### src/rtl/fetch_ref_chroma_load_pkg.sv
// Shared constants for the chroma reference row-buffer fill stage:
// FSM state encodings and the beat/row pixel geometry.
package fetch_ref_chroma_load_pkg;

    localparam logic [1:0] ST_IDLE = 2'd0;
    localparam logic [1:0] ST_REQ  = 2'd1;
    localparam logic [1:0] ST_LOAD = 2'd2;
    localparam logic [1:0] ST_DONE = 2'd3;

    localparam int BEATS_PER_ROW = 3;
    localparam int BEAT_PIX      = 16;
    localparam int ROW_PIX       = 48;

endpackage

### src/rtl/fetch_row_packer.sv
// Packs three 16-pixel beats into one 48-pixel row word and drives the
// registered row-buffer write port one cycle after the third beat.
module fetch_row_packer
    import fetch_ref_chroma_load_pkg::*;
#(
    parameter int PIXEL_W = 8,
    parameter int ADDR_W  = 6
) (
    input  logic                          clk,
    input  logic                          rst,
    input  logic                          clear,
    input  logic                          beat_valid,
    input  logic [BEAT_PIX*PIXEL_W-1:0]   beat_data,
    input  logic [ADDR_W-1:0]             row_addr,
    output logic                          row_last,
    output logic                          wr_en,
    output logic [ADDR_W-1:0]             wr_addr,
    output logic [ROW_PIX*PIXEL_W-1:0]    wr_data
);

    localparam int SLOT_W = BEAT_PIX * PIXEL_W;

    logic [1:0]                 beat_cnt;
    logic [ROW_PIX*PIXEL_W-1:0] pack;

    assign row_last = beat_valid && (beat_cnt == 2'(BEATS_PER_ROW - 1));

    // The last slot bypasses the pack register so the row is written the
    // cycle right after its third beat.
    always_ff @(posedge clk or posedge rst) begin
        if (rst) begin
            beat_cnt <= '0;
            pack     <= '0;
            wr_en    <= 1'b0;
            wr_addr  <= '0;
            wr_data  <= '0;
        end else begin
            wr_en <= 1'b0;
            if (clear) begin
                beat_cnt <= '0;
            end else if (beat_valid) begin
                pack[(BEATS_PER_ROW - 1 - int'(beat_cnt)) * SLOT_W +: SLOT_W] <= beat_data;
                if (row_last) begin
                    beat_cnt <= '0;
                    wr_en    <= 1'b1;
                    wr_addr  <= row_addr;
                    wr_data  <= {pack[ROW_PIX*PIXEL_W-1:SLOT_W], beat_data};
                end else begin
                    beat_cnt <= beat_cnt + 2'd1;
                end
            end
        end
    end

endmodule

### src/rtl/fetch_ref_chroma_load.sv
// Chroma reference row-buffer fill: requests a search-window block from
// external memory and writes ROW_NUM packed rows into the row buffer.
module fetch_ref_chroma_load
    import fetch_ref_chroma_load_pkg::*;
#(
    parameter int PIXEL_W = 8,
    parameter int ROW_NUM = 48,
    parameter int ADDR_W  = 6
) (
    input  logic                          clk,
    input  logic                          rstn,
    input  logic                          start_i,
    input  logic [7:0]                    sw_x_i,
    input  logic [7:0]                    sw_y_i,
    output logic                          ext_req_o,
    output logic [7:0]                    ext_x_o,
    output logic [7:0]                    ext_y_o,
    input  logic                          ext_ack_i,
    input  logic                          ext_valid_i,
    input  logic [BEAT_PIX*PIXEL_W-1:0]   ext_data_i,
    output logic                          wrif_en_o,
    output logic [ADDR_W-1:0]             wrif_addr_o,
    output logic [ROW_PIX*PIXEL_W-1:0]    wrif_data_o,
    output logic                          busy_o,
    output logic                          done_o
);

    // One extra counter bit lets ROW_NUM = 2**ADDR_W terminate without wrapping.
    localparam int               CNT_W    = ADDR_W + 1;
    localparam logic [CNT_W-1:0] LAST_ROW = CNT_W'(ROW_NUM - 1);

    logic [1:0]       state;
    logic [CNT_W-1:0] row_cnt;
    logic             load_start;
    logic             beat_accept;
    logic             row_last;

    assign load_start  = (state == ST_IDLE) && start_i;
    assign beat_accept = (state == ST_LOAD) && ext_valid_i;

    assign ext_req_o = (state == ST_REQ);
    assign busy_o    = (state != ST_IDLE);
    assign done_o    = (state == ST_DONE);

    always_ff @(posedge clk or posedge rstn) begin
        if (rstn) begin
            state   <= ST_IDLE;
            row_cnt <= '0;
            ext_x_o <= '0;
            ext_y_o <= '0;
        end else begin
            case (state)
                ST_IDLE: begin
                    if (start_i) begin
                        ext_x_o <= sw_x_i;
                        ext_y_o <= sw_y_i;
                        row_cnt <= '0;
                        state   <= ST_REQ;
                    end
                end
                ST_REQ: begin
                    if (ext_ack_i) begin
                        state <= ST_LOAD;
                    end
                end
                ST_LOAD: begin
                    if (row_last) begin
                        row_cnt <= row_cnt + CNT_W'(1);
                        if (row_cnt == LAST_ROW) begin
                            state <= ST_DONE;
                        end
                    end
                end
                ST_DONE: state <= ST_IDLE;
                default: state <= ST_IDLE;
            endcase
        end
    end

    fetch_row_packer #(
        .PIXEL_W (PIXEL_W),
        .ADDR_W  (ADDR_W)
    ) u_packer (
        .clk        (clk),
        .rst        (rstn),
        .clear      (load_start),
        .beat_valid (beat_accept),
        .beat_data  (ext_data_i),
        .row_addr   (row_cnt[ADDR_W-1:0]),
        .row_last   (row_last),
        .wr_en      (wrif_en_o),
        .wr_addr    (wrif_addr_o),
        .wr_data    (wrif_data_o)
    );

endmodule

### config.mk
export PLATFORM = sky130hd
export DESIGN_NAME = fetch_ref_chroma_load
export DESIGN_NICKNAME = d
export VERILOG_FILES = /design/src/rtl/fetch_ref_chroma_load_pkg.sv /design/src/rtl/fetch_row_packer.sv /design/src/rtl/fetch_ref_chroma_load.sv
export SDC_FILE = /design/constraint.sdc
export NUM_CORES = 1
export LEC_CHECK = 0
export CAP_MARGIN = 15
export CORE_MARGIN = 4
export CORE_UTILIZATION = 45
export CTS_CLUSTER_SIZE = 28
export DETAILED_ROUTE_END_ITERATION = 10
export PLACE_DENSITY = 0.75
export SETUP_SLACK_MARGIN = 0.15
export SYNTH_ARGS = -nofsm -noshare
export SYNTH_HDL_FRONTEND = slang
export SYNTH_SLANG_ARGS = --single-unit
### constraint.sdc
create_clock -name clk -period 23.4 [get_ports clk]
set_clock_uncertainty 0.2 [all_clocks]
set_input_delay 4.68 -clock clk [delete_from_list [all_inputs] [get_ports clk]]
set_output_delay 4.68 -clock clk [all_outputs]
set_load 0.005 [all_outputs]
==> results.cfg, run 1 <==
[worst_setup_path]
crit_chain = clkdlybuf4s50_1 > nand2_4 > nand2_4 > buf_4 > buf_4 > buf_4 > nand2_1 > nand2_1
cpMostUsedCell = buf_4
worstPathMaxFanout = 103
reg2reg_from = state[0]
worstPathArrival_ns = 8.91
crit_type = in2reg
critPathMaxStageDelay_ns = 0.92
reg2reg_slack_ns = 18.52
rr_endpoint = u_packer.wr_data[224]
cp-startpoint = start_i
start_kind = input port
reg2reg_depth = 9
cp_top_family = buffers and inverters
worstPathBufferInverterCount = 4
slowest_stage = buf_4
end_kind = flop
crit_required_ns = 23.73

[clock_tree]
clkTransAtPathRegs_ns = 0.06
cts_max_level = 3
cts_setup_buffers = 0
clock_path_buffers = 3
ctsResizeCount = 0
cts_sinks = 674
cts_buffers = 69
cts_tree = done
clockRootBuffer = clkbuf_16
hold_buffers = 0
clock_latency_ns = 0.60

[floorplan]
dieArea_sq_um = 59100
die_x_um = 243
io_pins = 559
die_y_um = 243
placement_rows = 85
start_util = 0.459
coreArea_sq_um = 54200

[sta]
hold_viol_final = 0
max_freq_ghz = 0.117
setup_tns_ns = 0
setup_ws_ns = 14.82
finalCritPeriodShare = 0.367
relSlewSlack = 0.208
worstMarginPinSlew_ns = 1.19
slew_viol_final = 0
grt_setup_unrepaired = false
setup_viol = 0
fin_crit_ns = 8.58

[worst_hold_path]
holdCritPathClass = reg2reg
hp-start = u_packer.pack[310]
whs_path_depth = 2
min_to = u_packer.wr_data[310]

[logic_synthesis]
avgSynthCellArea_sq_um = 10.7
synth_edf_count = 0
synth.top_cell.area_share = 0.678
ys_ff_latch = 674
seq_area_frac_synth = 0.678
synthTopCellsByArea = dfrtp_1 (68%), nand2_1 (18%), a22o_1 (9.0%), clkbuf_1 (0.97%), buf_2 (0.91%)
synth_top_area_cell = dfrtp_1
synth_area_sq_um = 24900
synthesis.nets = 2491
synthArstFlopShare = 1.00
ys_warn_count = 0
syn_inst = 2331
synth-main-ff-cell = dfrtp_1
synth.distinct_cells = 34

[placement]
gp_congestion = 0.814
postPlaceCellArea_sq_um = 30900
pre_cts_slack_ns = 14.27
port_buffers = 558
dp_hpwl_um = 46800

[grt]
track_usage = 0.241
antenna_found_initial = 2
grt_max_degree = 185
grt_pass1_vias = 19700
grt_pass1_wl_um = 114000
overflow = 0

[routing]
drc = 0
vias = 19100
drt_iter0_drc = 1525
wl_per_cell_um = 20.2
viasPerCell = 5.33
dr.pass1.iters = 5
wirelength_um = 72600
ant_nets = 0

[pwr]
ir_worst_vdd_mv = 0.0710
leakagePower_nw = 16.8
total_power_mw = 3.94
power_density_nw_per_um2 = 119

[final_layout]
layout_commonest_cell = nand2_1
drive_gt1_frac = 0.0543
areaGrowthSynthToFinish_pct = 33.3
layout.nets = 2999
fin_area_sq_um = 33100
mostFrequentLayoutCells = nand2_1 (1171), dfrtp_1 (674), clkdlybuf4s50_1 (558)

[run_status]
status = finished clean

[flow_run]
cap_violations = 0
## stage by stage
stage	std cells	hold WS (ns)	util
finish	3589	0.261	0.611
global route	3588	0.285	0.611
CTS	3585	0.266	0.610
detailed placement	3462	0.250	0.569
global placement	3462	0.249	0.569
floorplan	2331	0.239	-
## Yosys cell counts, types with 2 or more instances
| cell | count |
|---|---|
| nand2_1 | 1172 |
| o31ai_1 | 2 |
| nand4_1 | 3 |
| ha_1 | 11 |
| inv_1 | 10 |
| a22o_1 | 257 |
| buf_2 | 45 |
| buf_4 | 5 |
| o21ai_0 | 8 |
| buf_6 | 10 |
| a21oi_1 | 7 |
| nor2_1 | 2 |
| mux2i_1 | 3 |
| clkbuf_1 | 64 |
| dfrtp_1 | 674 |
| buf_1 | 20 |
| nand3_1 | 5 |
| mux2_2 | 17 |
## tightest hold or removal path: cells and delay by family (launching register included)
kind | cells | cell delay, ns
AND/OR/NAND/NOR | 2 | 0.10
flip-flops | 1 | 0.35
## flip-flops by register name, indices dropped and copies added (netlist names)
register,cells
u_packer.wr_data,384
state,2
ext_x_o,8
u_packer.wr_en,1
u_packer.beat_cnt,2
u_packer.pack,256
ext_y_o,8
u_packer.wr_addr,6
row_cnt,7
## how the worst max path moves through the flow
stage / to / slack (ns) / cells after the start
floorplan: ext_x_o[0] / 9.30 / 1
global placement: u_packer.wr_data[83] / 14.38 / 8
detailed placement: u_packer.wr_data[224] / 14.27 / 8
CTS: u_packer.wr_data[224] / 14.87 / 8
global route: u_packer.wr_data[224] / 14.50 / 8
finish: u_packer.wr_data[224] / 14.82 / 8
## final cells by class
cell class | count | area [sq um]
multi-input cells | 1502 | 7300
clock buffers | 92 | 1950
clock inverters | 31 | 290
inverters | 11 | 52.6
fillers | 4247 | 21100
flip-flops and latches | 674 | 16900
repair buffers | 581 | 5820
diodes | 2 | 5.00
well taps | 696 | 871
## per-layer routing
metal / global-route usage / vias to the layer above / wire [um]
li1: - / 8575 / -
met1: 0.307 / 9727 / 28700
met2: 0.391 / 689 / 35000
met3: 0.0781 / 148 / 6170
met4: 0.0876 / 0 / 2700
met5: 0 / - / 0
## report_power, final
group | leakage [nW] | switching [mW] | internal (mW)
combinational | 6.51 | 0.464 | 0.630
sequential | 9.17 | 0.222 | 1.54
clock | 1.11 | 0.458 | 0.632
total | 16.8 | 1.14 | 2.80
## kinds of logic (layout without fill, tap and decap cells)
kind of cell	count (synthesis)	after routing	synth area share
adder cells (fa/ha/maj)	11	11	0.00553
flip-flops	674	674	0.678
multiplexers	20	20	0.00890
buffers and inverters	155	715	0.0294
AO/OA/AOI/OAI	280	280	0.0961
XOR/XNOR	1	1	0.000352
other	0	2	0
AND/OR/NAND/NOR	1190	1190	0.182
(Power assumes the default switching activity.)
==> inputs of run 2 (changes only) <==
--- a/config.mk
+++ b/config.mk
@@ -7,10 +7,10 @@
 export LEC_CHECK = 0
 export CAP_MARGIN = 15
 export CORE_MARGIN = 4
-export CORE_UTILIZATION = 45
+export CORE_UTILIZATION = 50
 export CTS_CLUSTER_SIZE = 28
 export DETAILED_ROUTE_END_ITERATION = 10
-export PLACE_DENSITY = 0.75
+export PLACE_DENSITY = 0.79
 export SETUP_SLACK_MARGIN = 0.15
 export SYNTH_ARGS = -nofsm -noshare
 export SYNTH_HDL_FRONTEND = slang
==> constraint.sdc (replaced) <==
create_clock -name clk -period 8 [get_ports clk]
set_clock_uncertainty 0.2 [all_clocks]
set_input_delay 1.6 -clock clk [delete_from_list [all_inputs] [get_ports clk]]
set_output_delay 1.6 -clock clk [all_outputs]
set_load 0.005 [all_outputs]
==> run 2 against run 1 <==
Compared with the run above:
- flip-flop and latch count stayed put
- worst hold slack better by 0.0066 ns
- global-route usage is 2.3 points higher
- cell count is 1.1% lower
- die area is 9.7% lower
- design area is 0.11% higher
- via count stayed put
- worst setup slack worse by 11 ns
- non-clock buffer count is 4 lower
- critical path type unchanged
- largest cell class unchanged
==> results.cfg, run 2 (same netlist as run 1, synthesis figures left out) <==
[run_status]
status = finished clean

[clock_tree]
cts_sinks = 674
hold_buffers = 0
cts_max_level = 3
ctsResizeCount = 0
clock_path_buffers = 3
cts_tree = done
clkTransAtPathRegs_ns = 0.06
cts_setup_buffers = 0
clock_latency_ns = 0.59
clockRootBuffer = clkbuf_16
cts_buffers = 66

[routing]
dr.pass1.iters = 6
ant_nets = 0
wirelength_um = 71900
drc = 0
drt_iter0_drc = 1610
viasPerCell = 5.39
wl_per_cell_um = 20.3
vias = 19100

[final_layout]
regMostFlops = u_packer.wr_data
largest_reg_flops = 384
layout_commonest_cell = nand2_1
mostFrequentLayoutCells = nand2_1 (1171), dfrtp_1 (674), clkdlybuf4s50_1 (558)
drive_gt1_frac = 0.0500
largestRegisters = u_packer.wr_data: 384 flops, u_packer.pack: 256 flops
areaGrowthSynthToFinish_pct = 33.4
layout.nets = 2992
final_core_util = 0.676
fin_area_sq_um = 33200

[worst_setup_path]
crit_type = in2reg
cp-startpoint = start_i
crit_chain = clkdlybuf4s50_1 > nand2_4 > nand2_4 > inv_8 > buf_12 > nand2_1 > nand2_1
slowest_stage = inv_8
worstPathBufferInverterCount = 3
end_kind = flop
worstPathMaxFanout = 178
cp_top_family = buffers and inverters
start_kind = input port
critPathMaxStageDelay_ns = 0.89
reg2reg_from = state[0]
crit_required_ns = 8.31
worstPathArrival_ns = 4.67

[floorplan]
dieArea_sq_um = 53400
placement_rows = 81
start_util = 0.507
coreArea_sq_um = 49100
die_y_um = 231
die_x_um = 231
io_pins = 559

[worst_hold_path]
hp-start = u_packer.pack[175]
holdCritPathClass = reg2reg

[placement]
port_buffers = 558
pre_cts_slack_ns = 3.07
gp_congestion = 0.863
postPlaceCellArea_sq_um = 30900
dp_hpwl_um = 46000

[grt]
grt_max_degree = 227
track_usage = 0.265
grt_pass1_vias = 19600
antenna_found_initial = 4
overflow = 0
grt_pass1_wl_um = 112000

[sta]
hold_viol_final = 0
worstMarginPinSlew_ns = 1.37
relSlewSlack = 0.0876
max_freq_ghz = 0.230
setup_viol = 0
setup_tns_ns = 0
setup_ws_ns = 3.65
fin_crit_ns = 4.35
slew_viol_final = 0
finalCritPeriodShare = 0.544
grt_setup_unrepaired = false

[flow_run]
cap_violations = 0

[pwr]
ir_worst_vdd_mv = 0.204
power_density_nw_per_um2 = 351
total_power_mw = 11.6
leakagePower_nw = 16.8
==> run 2: area by class of cell <==
class	count	area, sq um
diodes	3	7.51
clock buffers	99	2020
clock inverters	19	298
fillers	3601	15900
inverters	11	52.6
multi-input cells	1502	7300
flip-flops and latches	674	16900
well taps	664	831
repair buffers	577	5800
==> run 2: power by group <==
| group | total, mW | internal [mW] | switching (mW) | leakage [nW] |
|---|---|---|---|---|
| clock | 3.29 | 2.01 | 1.28 | 1.14 |
| sequential | 5.15 | 4.49 | 0.652 | 9.17 |
| combinational | 3.21 | 1.84 | 1.37 | 6.49 |
| total | 11.6 | 8.35 | 3.30 | 16.8 |
==> run 2: per-layer routing <==
layer  track usage  wire (um)
met1         0.339      27600
met2         0.438      35600
met3        0.0709       6190
met4        0.0964       2460
met5             0         13
==> run 2: through the flow <==
step	hold slack [ns]	std cells
final	0.268	3549
after global routing	0.281	3548
after CTS	0.270	3546
after detailed placement	0.251	3428
after global placement	0.247	3428
after floorplan	0.239	2331
==> run 2: worst reg2reg max path: cells and delay by family, from the launching register on <==
kind / cells / cell delay (ns)
buffers and inverters: 3 / 1.56
adder cells (fa/ha/maj): 1 / 0.50
AND/OR/NAND/NOR: 4 / 1.10
flip-flops: 1 / 0.41
==> run 2: worst paths after layout <==
check                                   endpoint  slack [ns]  cells after the start
min in group asynchronous  u_packer.wr_data[107]        1.32                      2
hold reg to reg            u_packer.wr_data[175]        0.27                      2
setup / recovery           u_packer.wr_data[291]        3.65                      7
hold / removal             u_packer.wr_data[175]        0.27                      2
max in group asynchronous     u_packer.pack[154]        4.70                      3
setup reg to reg           u_packer.wr_data[291]        4.16                      8
